===== src/rtl/mem_arbiter.sv =====
// Round-robin arbiter sharing one MAR/RAM port between the fetch (F) and data (D) requesters.
// Each grant loads the MAR, then strobes a RAM read or write; a watchdog aborts stalled handshakes.
module mem_arbiter #(
  parameter int unsigned PA_ADDR_WIDTH = 32'd16,
  parameter int unsigned PA_DATA_WIDTH = 32'd32,
  parameter int unsigned PA_TIMEOUT    = 32'd16
) (
  input  logic                     clk,
  input  logic                     rst_b,
  input  logic                     f_req,
  input  logic [PA_ADDR_WIDTH-1:0] f_addr,
  output logic                     f_ack,
  output logic [PA_DATA_WIDTH-1:0] f_rdata,
  input  logic                     d_req,
  input  logic                     d_we,
  input  logic [PA_ADDR_WIDTH-1:0] d_addr,
  input  logic [PA_DATA_WIDTH-1:0] d_wdata,
  output logic                     d_ack,
  output logic [PA_DATA_WIDTH-1:0] d_rdata,
  output logic                     mar_wr,
  output logic [PA_ADDR_WIDTH-1:0] mar_addr,
  input  logic                     mar_wr_ack,
  output logic                     ram_oe,
  input  logic                     ram_oe_ack,
  input  logic [PA_DATA_WIDTH-1:0] ram_rdata,
  output logic                     ram_wr,
  output logic [PA_DATA_WIDTH-1:0] ram_wdata,
  input  logic                     ram_wr_ack,
  output logic                     busy,
  output logic                     timeout_err
);

  localparam int unsigned CW = (PA_TIMEOUT > 2) ? $clog2(PA_TIMEOUT) : 1;
  localparam logic [CW-1:0] WD_LAST = CW'(PA_TIMEOUT - 2);

  typedef enum logic [2:0] {S_IDLE, S_MAR, S_RD, S_WR, S_RESP} state_t;

  state_t                   state, state_n;
  logic                     owner_d, owner_d_n;
  logic                     last_d, last_d_n;
  logic                     we_q, we_n;
  logic [PA_DATA_WIDTH-1:0] wdata_q, wdata_n;
  logic [CW-1:0]            wd_cnt, wd_n;
  logic                     f_ack_n, d_ack_n, mar_wr_n, ram_oe_n, ram_wr_n, busy_n, err_n;
  logic [PA_DATA_WIDTH-1:0] f_rdata_n, d_rdata_n, ram_wdata_n;
  logic [PA_ADDR_WIDTH-1:0] mar_addr_n;
  logic                     grant_d, finish, abort, wd_expire, owner_req;

  always_ff @(posedge clk or negedge rst_b) begin
    if (!rst_b) begin
      state       <= S_IDLE;
      owner_d     <= 1'b0;
      last_d      <= 1'b1;
      we_q        <= 1'b0;
      wdata_q     <= '0;
      wd_cnt      <= '0;
      f_ack       <= 1'b0;
      d_ack       <= 1'b0;
      f_rdata     <= '0;
      d_rdata     <= '0;
      mar_wr      <= 1'b0;
      mar_addr    <= '0;
      ram_oe      <= 1'b0;
      ram_wr      <= 1'b0;
      ram_wdata   <= '0;
      busy        <= 1'b0;
      timeout_err <= 1'b0;
    end else begin
      state       <= state_n;
      owner_d     <= owner_d_n;
      last_d      <= last_d_n;
      we_q        <= we_n;
      wdata_q     <= wdata_n;
      wd_cnt      <= wd_n;
      f_ack       <= f_ack_n;
      d_ack       <= d_ack_n;
      f_rdata     <= f_rdata_n;
      d_rdata     <= d_rdata_n;
      mar_wr      <= mar_wr_n;
      mar_addr    <= mar_addr_n;
      ram_oe      <= ram_oe_n;
      ram_wr      <= ram_wr_n;
      ram_wdata   <= ram_wdata_n;
      busy        <= busy_n;
      timeout_err <= err_n;
    end
  end

  // Watchdog expires on the edge where the count would reach PA_TIMEOUT-1 without an ack.
  always_comb begin
    state_n     = state;
    owner_d_n   = owner_d;
    last_d_n    = last_d;
    we_n        = we_q;
    wdata_n     = wdata_q;
    wd_n        = wd_cnt;
    f_ack_n     = f_ack;
    d_ack_n     = d_ack;
    f_rdata_n   = f_rdata;
    d_rdata_n   = d_rdata;
    mar_wr_n    = mar_wr;
    mar_addr_n  = mar_addr;
    ram_oe_n    = ram_oe;
    ram_wr_n    = ram_wr;
    ram_wdata_n = ram_wdata;
    err_n       = timeout_err;
    grant_d     = 1'b0;
    finish      = 1'b0;
    abort       = 1'b0;
    wd_expire   = (wd_cnt == WD_LAST);
    owner_req   = owner_d ? d_req : f_req;

    unique case (state)
      S_IDLE: begin
        if (f_req || d_req) begin
          grant_d    = d_req && (!f_req || !last_d);
          owner_d_n  = grant_d;
          last_d_n   = grant_d;
          we_n       = grant_d && d_we;
          wdata_n    = d_wdata;
          mar_addr_n = grant_d ? d_addr : f_addr;
          mar_wr_n   = 1'b1;
          wd_n       = '0;
          state_n    = S_MAR;
        end
      end
      S_MAR: begin
        if (mar_wr_ack) begin
          mar_wr_n = 1'b0;
          wd_n     = '0;
          if (we_q) begin
            ram_wr_n    = 1'b1;
            ram_wdata_n = wdata_q;
            state_n     = S_WR;
          end else begin
            ram_oe_n = 1'b1;
            state_n  = S_RD;
          end
        end else if (wd_expire) begin
          mar_wr_n = 1'b0;
          abort    = 1'b1;
        end else begin
          wd_n = wd_cnt + 1'b1;
        end
      end
      S_RD: begin
        if (ram_oe_ack) begin
          ram_oe_n = 1'b0;
          finish   = 1'b1;
          if (owner_d) d_rdata_n = ram_rdata;
          else         f_rdata_n = ram_rdata;
        end else if (wd_expire) begin
          ram_oe_n = 1'b0;
          abort    = 1'b1;
        end else begin
          wd_n = wd_cnt + 1'b1;
        end
      end
      S_WR: begin
        if (ram_wr_ack) begin
          ram_wr_n = 1'b0;
          finish   = 1'b1;
        end else if (wd_expire) begin
          ram_wr_n = 1'b0;
          abort    = 1'b1;
        end else begin
          wd_n = wd_cnt + 1'b1;
        end
      end
      S_RESP: begin
        if (!owner_req) begin
          f_ack_n = 1'b0;
          d_ack_n = 1'b0;
          state_n = S_IDLE;
        end
      end
      default: state_n = S_IDLE;
    endcase

    // An aborted transaction still acknowledges its owner, with zeroed read data.
    if (abort) begin
      finish = 1'b1;
      err_n  = 1'b1;
      if (!we_q) begin
        if (owner_d) d_rdata_n = '0;
        else         f_rdata_n = '0;
      end
    end

    if (finish) begin
      state_n = S_RESP;
      wd_n    = '0;
      if (owner_d) d_ack_n = 1'b1;
      else         f_ack_n = 1'b1;
    end

    busy_n = (state_n != S_IDLE);
  end

endmodule

===== config.mk =====
export PLATFORM = sky130hd
export DESIGN_NAME = mem_arbiter
export DESIGN_NICKNAME = d
export VERILOG_FILES = /design/src/rtl/mem_arbiter.sv
export SDC_FILE = /design/constraint.sdc
export NUM_CORES = 1
export LEC_CHECK = 0
export ABC_AREA = 1
export CAP_MARGIN = 30
export CORE_AREA = 3 3 128 130
export DETAILED_ROUTE_END_ITERATION = 8
export DIE_AREA = 0 0 131 133
export PLACE_DENSITY = 0.83
export SLEW_MARGIN = 20
export SYNTH_ARGS = -nofsm -noshare
export SYNTH_HDL_FRONTEND = slang
export SYNTH_SLANG_ARGS = --single-unit

===== constraint.sdc =====
create_clock -name clk -period 1.8 [get_ports clk]
set_input_delay 0.18 -clock clk [delete_from_list [all_inputs] [get_ports clk]]
set_output_delay 0.18 -clock clk [all_outputs]
set_load 0.05 [all_outputs]

==> After elaboration in Yosys (flattened, before gate mapping) <==
Cells that the tools add are included.
{ "classes": {"addsub": 1, "eq_ne": 15, "n_mux": 56, "n_reduce_logical": 19} }
{ "ops": {"columns": ["cell", "count"], "rows": [
  ["32-bit 2-to-1 mux", 12],
  ["1-bit 2-to-1 mux", 26],
  ["4-bit 2-to-1 mux", 6],
  ["3-bit inequality test, second input constant", 6],
  ["16-bit 2-to-1 mux", 1],
  ["4-bit one-hot mux with 4 select lines", 1],
  ["3-bit 2-to-1 mux", 4],
  ["3-bit one-hot mux with 4 select lines", 1],
  ["4-bit AND reduction", 3],
  ["2-bit inequality test, second input constant", 4],
  ["1-bit one-hot mux with 2 select lines", 4],
  ["3-bit by 2-bit == test with 1-bit output, second input constant", 2],
  ["3-bit AND reduction", 2],
  ["2-bit nonzero test", 3],
  ["5-bit nonzero test", 1],
  ["4-bit by 1-bit adder with 4-bit output, second input constant", 1],
  ["4-bit == test, second input constant", 1],
  ["3-bit by 1-bit == test with 1-bit output, second input constant", 1],
  ["3-bit == test, second input constant", 1],
  ["3-bit logical NOT", 1],
  ["1-bit one-hot mux with 3 select lines", 1],
  ["3-bit nonzero test", 1],
  ["1-bit logical AND", 2],
  ["1-bit logical NOT", 2],
  ["other kinds (3)", 4]
]} }
{ "word_totals": {"reg_bits": 161, "input_bits": 104, "out_inout_bits": 119, "wordCells": 108} }

==> Longest topological paths before layout <==
{ "depth": {"depth_word": 7, "ltp_mapped": 11, "depth_no_buf": 10} }

==> Worst setup path after synthesis <==
No wires, ideal clock.
{ "synth_path": {"path_kind": "reg-to-reg", "startpoint": "reg wd_cnt[0]", "endpoint": "reg d_rdata[10]", "setup_ps": 113, "arrival_ps": 1414, "setup_slack_ps": 274, "path_stages_with_launch": 11, "period_less_slack_ps": 1526, "cell_sequence": "dfrtp_1 inv_1 ha_1 nand3_4 nor2_2 nand2_2 nand3_4 nand3_4 buf_6 nand2_1 inv_1"} }
{ "synth_between": {"elab_chain_len": 5, "elab_cells_between_ends": 7} }
{ "synth_lines": {"columns": ["item", "line", "text"], "rows": [
  ["start, declared", "43", "logic [CW-1:0] wd_cnt, wd_n;"],
  ["start signal, assigned", "74", "wd_cnt <= wd_n;"],
  ["4-bit == test (*)", "110", "wd_expire = (wd_cnt == WD_LAST);"],
  ["1-bit 2-to-1 mux (*)", "139, 152, 163", null],
  ["1-bit 2-to-1 mux, on equally long branches", "160, 128, 147", null],
  ["1-bit one-hot mux with 3 select lines (*)", "113", "unique case (state)"],
  ["32-bit 2-to-1 mux (*)", "181", "if (abort) begin"],
  ["named net d_rdata_n[10]", "45", "logic [PA_DATA_WIDTH-1:0] f_rdata_n, d_rdata_n, ram_wdata_n;"],
  ["end signal, assigned", "78", "d_rdata <= d_rdata_n;"],
  ["end, declared", "19", "output logic [PA_DATA_WIDTH-1:0] d_rdata,"]
]} }
The timed path passes the listed nets; every way through them passes the cells marked *.
A chain may end at the register's enable or synchronous reset.

==> Final worst setup path <==
{ "layout_path": {"startpoint": "reg d_rdata[14]", "endpoint": "out d_rdata[14]"} }
No word-level cell between the ends.

==> flow_metrics.env <==
export IMPL_outcome="completed"
export IMPL_synthCells=821
export IMPL_min_period_over_period_pct=97.61
export IMPL_overflow=0
export IMPL_synth_common_cells="nand2_1 (245), dfrtp_1 (160), inv_1 (145)"
export IMPL_die_area_sq_um=17420
export IMPL_grt_util_all_layers_pct=20.21
export IMPL_drt_pass1_iterations=5
export IMPL_cp_slowest_cell="clkdlybuf4s50_1"
export IMPL_cp_num_cells=1
export IMPL_place_gp_congestion=0.8201
export IMPL_clkPwrFrac_pct=17.5
export IMPL_syn2layout_area_growth_pct=44.58
export IMPL_nets=1158
export IMPL_cts_buffers=17
export IMPL_ctsLongestPathBuffers=2
export IMPL_p_leak_nw=6.036
export IMPL_path_class="register to output pin"
export IMPL_clk_latency_ps=420
export IMPL_synth_top_area_share_pct=55.98
export IMPL_min_path_type="input port to async pin"
export IMPL_async_flop_share_pct=100.0
export IMPL_rr_worst_depth=10
export IMPL_grt_pass1_vias=5616
export IMPL_vias_per_cell=4.705
export IMPL_wl_per_cell_microns=13.97
export IMPL_worst_slew_pin_transition_ps=551.6
export IMPL_synth_compound_gate_area_share_pct=14.07
export IMPL_wl_met2_microns=8336
export IMPL_finalMaxSlewViolations=0
export IMPL_path_buf_inv=1
export IMPL_arrival_ps=1580
export IMPL_synth_most_common_cell="nand2_1"
export IMPL_drtAntennaViolNets=0
export IMPL_yosys_area_share_simple_pct=17.18
export IMPL_synth_fp_nets=927
export IMPL_multi_input_area_sq_um=2273
export IMPL_final_cells=1276
export IMPL_finalHoldViolations=0
export IMPL_cts_tree="yes"
export IMPL_crit_chain="clkdlybuf4s50_1"
export IMPL_p_per_area_nw_per_um2=1916
export IMPL_setup_viol=0
export IMPL_grt_pass1_wl_microns=27750
export IMPL_pwr_share_seq_pct=30.6
export IMPL_synthMuxAreaShare_pct=0
export IMPL_finalPower_mw=19.81
export IMPL_period_needed_ps=1757
export IMPL_coreArea_sq_um=15260
export IMPL_synth_edf_count=0
export IMPL_synth_top_family_by_area="simple AND/OR/NAND/NOR gates"
export IMPL_cts_sinks=161
export IMPL_skew_ps=6.702
export IMPL_grt_antenna_before_repair=1
export IMPL_tns_ps=0
export IMPL_rows=45
export IMPL_start_util_pct=46.87
export IMPL_cp_top_family="buffers and inverters"
export IMPL_first_iter_violations=464
export IMPL_netlist_area_sq_um=7152
export IMPL_drc_errors=0
export IMPL_dp_hpwl_microns=12410
export IMPL_maxCapViolCount=0
export IMPL_synth_distinct_cells=27
export IMPL_required_ps=1620
export IMPL_root_buffer="clkbuf_16"
export IMPL_grt_max_degree=66
export IMPL_ys_top_cells_by_area="dfrtp_1 (56%), nand2_1 (13%), inv_1 (7.6%), o21ai_0 (6.5%), o21ai_2 (3.7%)"
export IMPL_diodes=0
export IMPL_ys_warn_count=0
export IMPL_p_sw_mw=9.361
export IMPL_yosysSeqAreaShare_pct=56.35
export IMPL_port_buffer_count=222
export IMPL_highest_layer="met5"
export IMPL_synth_fa_ha_area_share_pct=0.3499
export IMPL_ios=223
export IMPL_cp_max_fo=2
export IMPL_pwr_share_comb_pct=51.9
export IMPL_ys_ff_latch=161
export IMPL_setup_ws_ps=43.10
export IMPL_dr_wl_met3_microns=1560
export IMPL_sw_frac_of_total_pct=47.25
export IMPL_drive_gt1_share_pct=10.61
export IMPL_intPower_mw=10.45
export IMPL_synth_top_area_cell="dfrtp_1"
export IMPL_ff_latch_area_sq_um=4030
export IMPL_vias=6003
export IMPL_die_y_microns=133
export IMPL_synth_xor_area_share_pct=0.1225
export IMPL_wl_met1_microns=7759
export IMPL_cpPeakStageDelay_ps=810
export IMPL_die_w_microns=131
export IMPL_fill_cells=1188
export IMPL_slew_headroom_pct=63.16
export IMPL_irDropWorstVdd_mv=1.093
export IMPL_avgSynthCellArea_sq_um=8.711
export IMPL_whs_ps=227.0
export IMPL_dpl_worst_slack_ps=-6.601
export IMPL_cts_clk_slew_worst_paths_ps=60
export IMPL_startpoint_type="register"
export IMPL_endpoint_kind="output pin"
export IMPL_fmax_mhz=569.2
export IMPL_drt_total_wl_microns=17820
export IMPL_placed_cells=1242
export IMPL_cts_max_level=4
export IMPL_ys_flop_type="dfrtp_1"
[registers in the layout, indices dropped and copies added (netlist names)]
register,count
last_d,1
wdata_q,32
ram_wr,1
mar_addr,16
f_rdata,32
f_ack,1
busy,1
timeout_err,1
we_q,1
mar_wr,1
d_rdata,32
ram_wdata,32
wd_cnt,4
owner_d,1
state,3
ram_oe,1
d_ack,1
[cell type report]
cell class                      count  area share, %
Sequential cell                   161          38.98
Timing Repair Buffer              250          25.58
Multi-Input combinational cell    475          21.99
Inverter                          147          5.349
Clock buffer                       21          4.550
Tap cell                          211          2.553
Clock inverter                     11          1.004
[cell usage in the layout, fill, tap and decap left out, types with 3 or more instances in the layout]
master	instances
nand2_1	245
dfrtp_1	160
inv_1	144
clkdlybuf4s50_1	122
o21ai_0	93
dlymetal6s2s_1	56
o21ai_1	46
dlygate4sd2_1	41
o21ai_2	30
nor2_1	24
buf_4	19
clkbuf_16	17
buf_12	10
a21oi_1	8
clkinvlp_4	5
nand2_2	4
nand3_4	4
nand3_1	4
clkinv_2	3
nor2_2	3
nand4_1	3
inv_6	3
clkbuf_8	3
[logic make-up (layout without fill, tap and decap cells)]
group / count (synthesis) / count (layout)
AO/OA/AOI/OAI: 178 / 178
XOR/XNOR: 1 / 1
adder cells (fa/ha/maj): 2 / 2
buffers and inverters: 185 / 429
flip-flops: 161 / 161
AND/OR/NAND/NOR: 294 / 294
[through the flow]
stage | util [%] | instance area, sq um
after floorplan | - | 7152
after global placement | 63.27 | 9654
after detailed placement | 63.27 | 9654
after CTS | 66.77 | 10190
after global routing | 67.77 | 10340
final | 67.77 | 10340
[path summary, 6_finish.rpt]
path	startpoint	to	slack, ps
worst min-delay path	rst_b	f_rdata[7]$_DFF_PN0_	230
worst max-delay path	d_rdata[14]$_DFF_PN0_	d_rdata[14]	40
worst min register to register	ram_wr$_DFFE_PN0P_	ram_wr$_DFFE_PN0P_	470
min in group clk	d_wdata[2]	wdata_q[2]$_DFFE_PN0P_	320
max in group asynchronous	rst_b	wdata_q[25]$_DFFE_PN0P_	950
worst max register to register	wd_cnt[0]$_DFFE_PN0P_	d_rdata[19]$_DFF_PN0_	100
[per-layer routing]
metal | global-route usage (%) | vias up
met2 | 31.21 | 242
met5 | 0 | -
li1 | - | 2979
met1 | 27.85 | 2764
met4 | 4.629 | 2
met3 | 6.581 | 16
[timing repair]
action,in CTS,in global routing
hold buffers,1,0
resized for setup,41,58
hold endpoints to repair,28,0
setup endpoints to repair,41,69
setup buffers,0,1
[power by group through the flow]
| stage | clock network [mW] | logic, mW | registers (mW) |
|---|---|---|---|
| finish | 3.47 | 10.3 | 6.05 |
| global route | 3.70 | 11.1 | 6.22 |
| CTS | 3.56 | 10.4 | 6.08 |
| detailed placement | 0 | 10.6 | 6.12 |
| global placement | 0 | 10.4 | 6.07 |
| floorplan | 0 | 2.92 | 10.1 |
(Power assumes the default switching activity.)
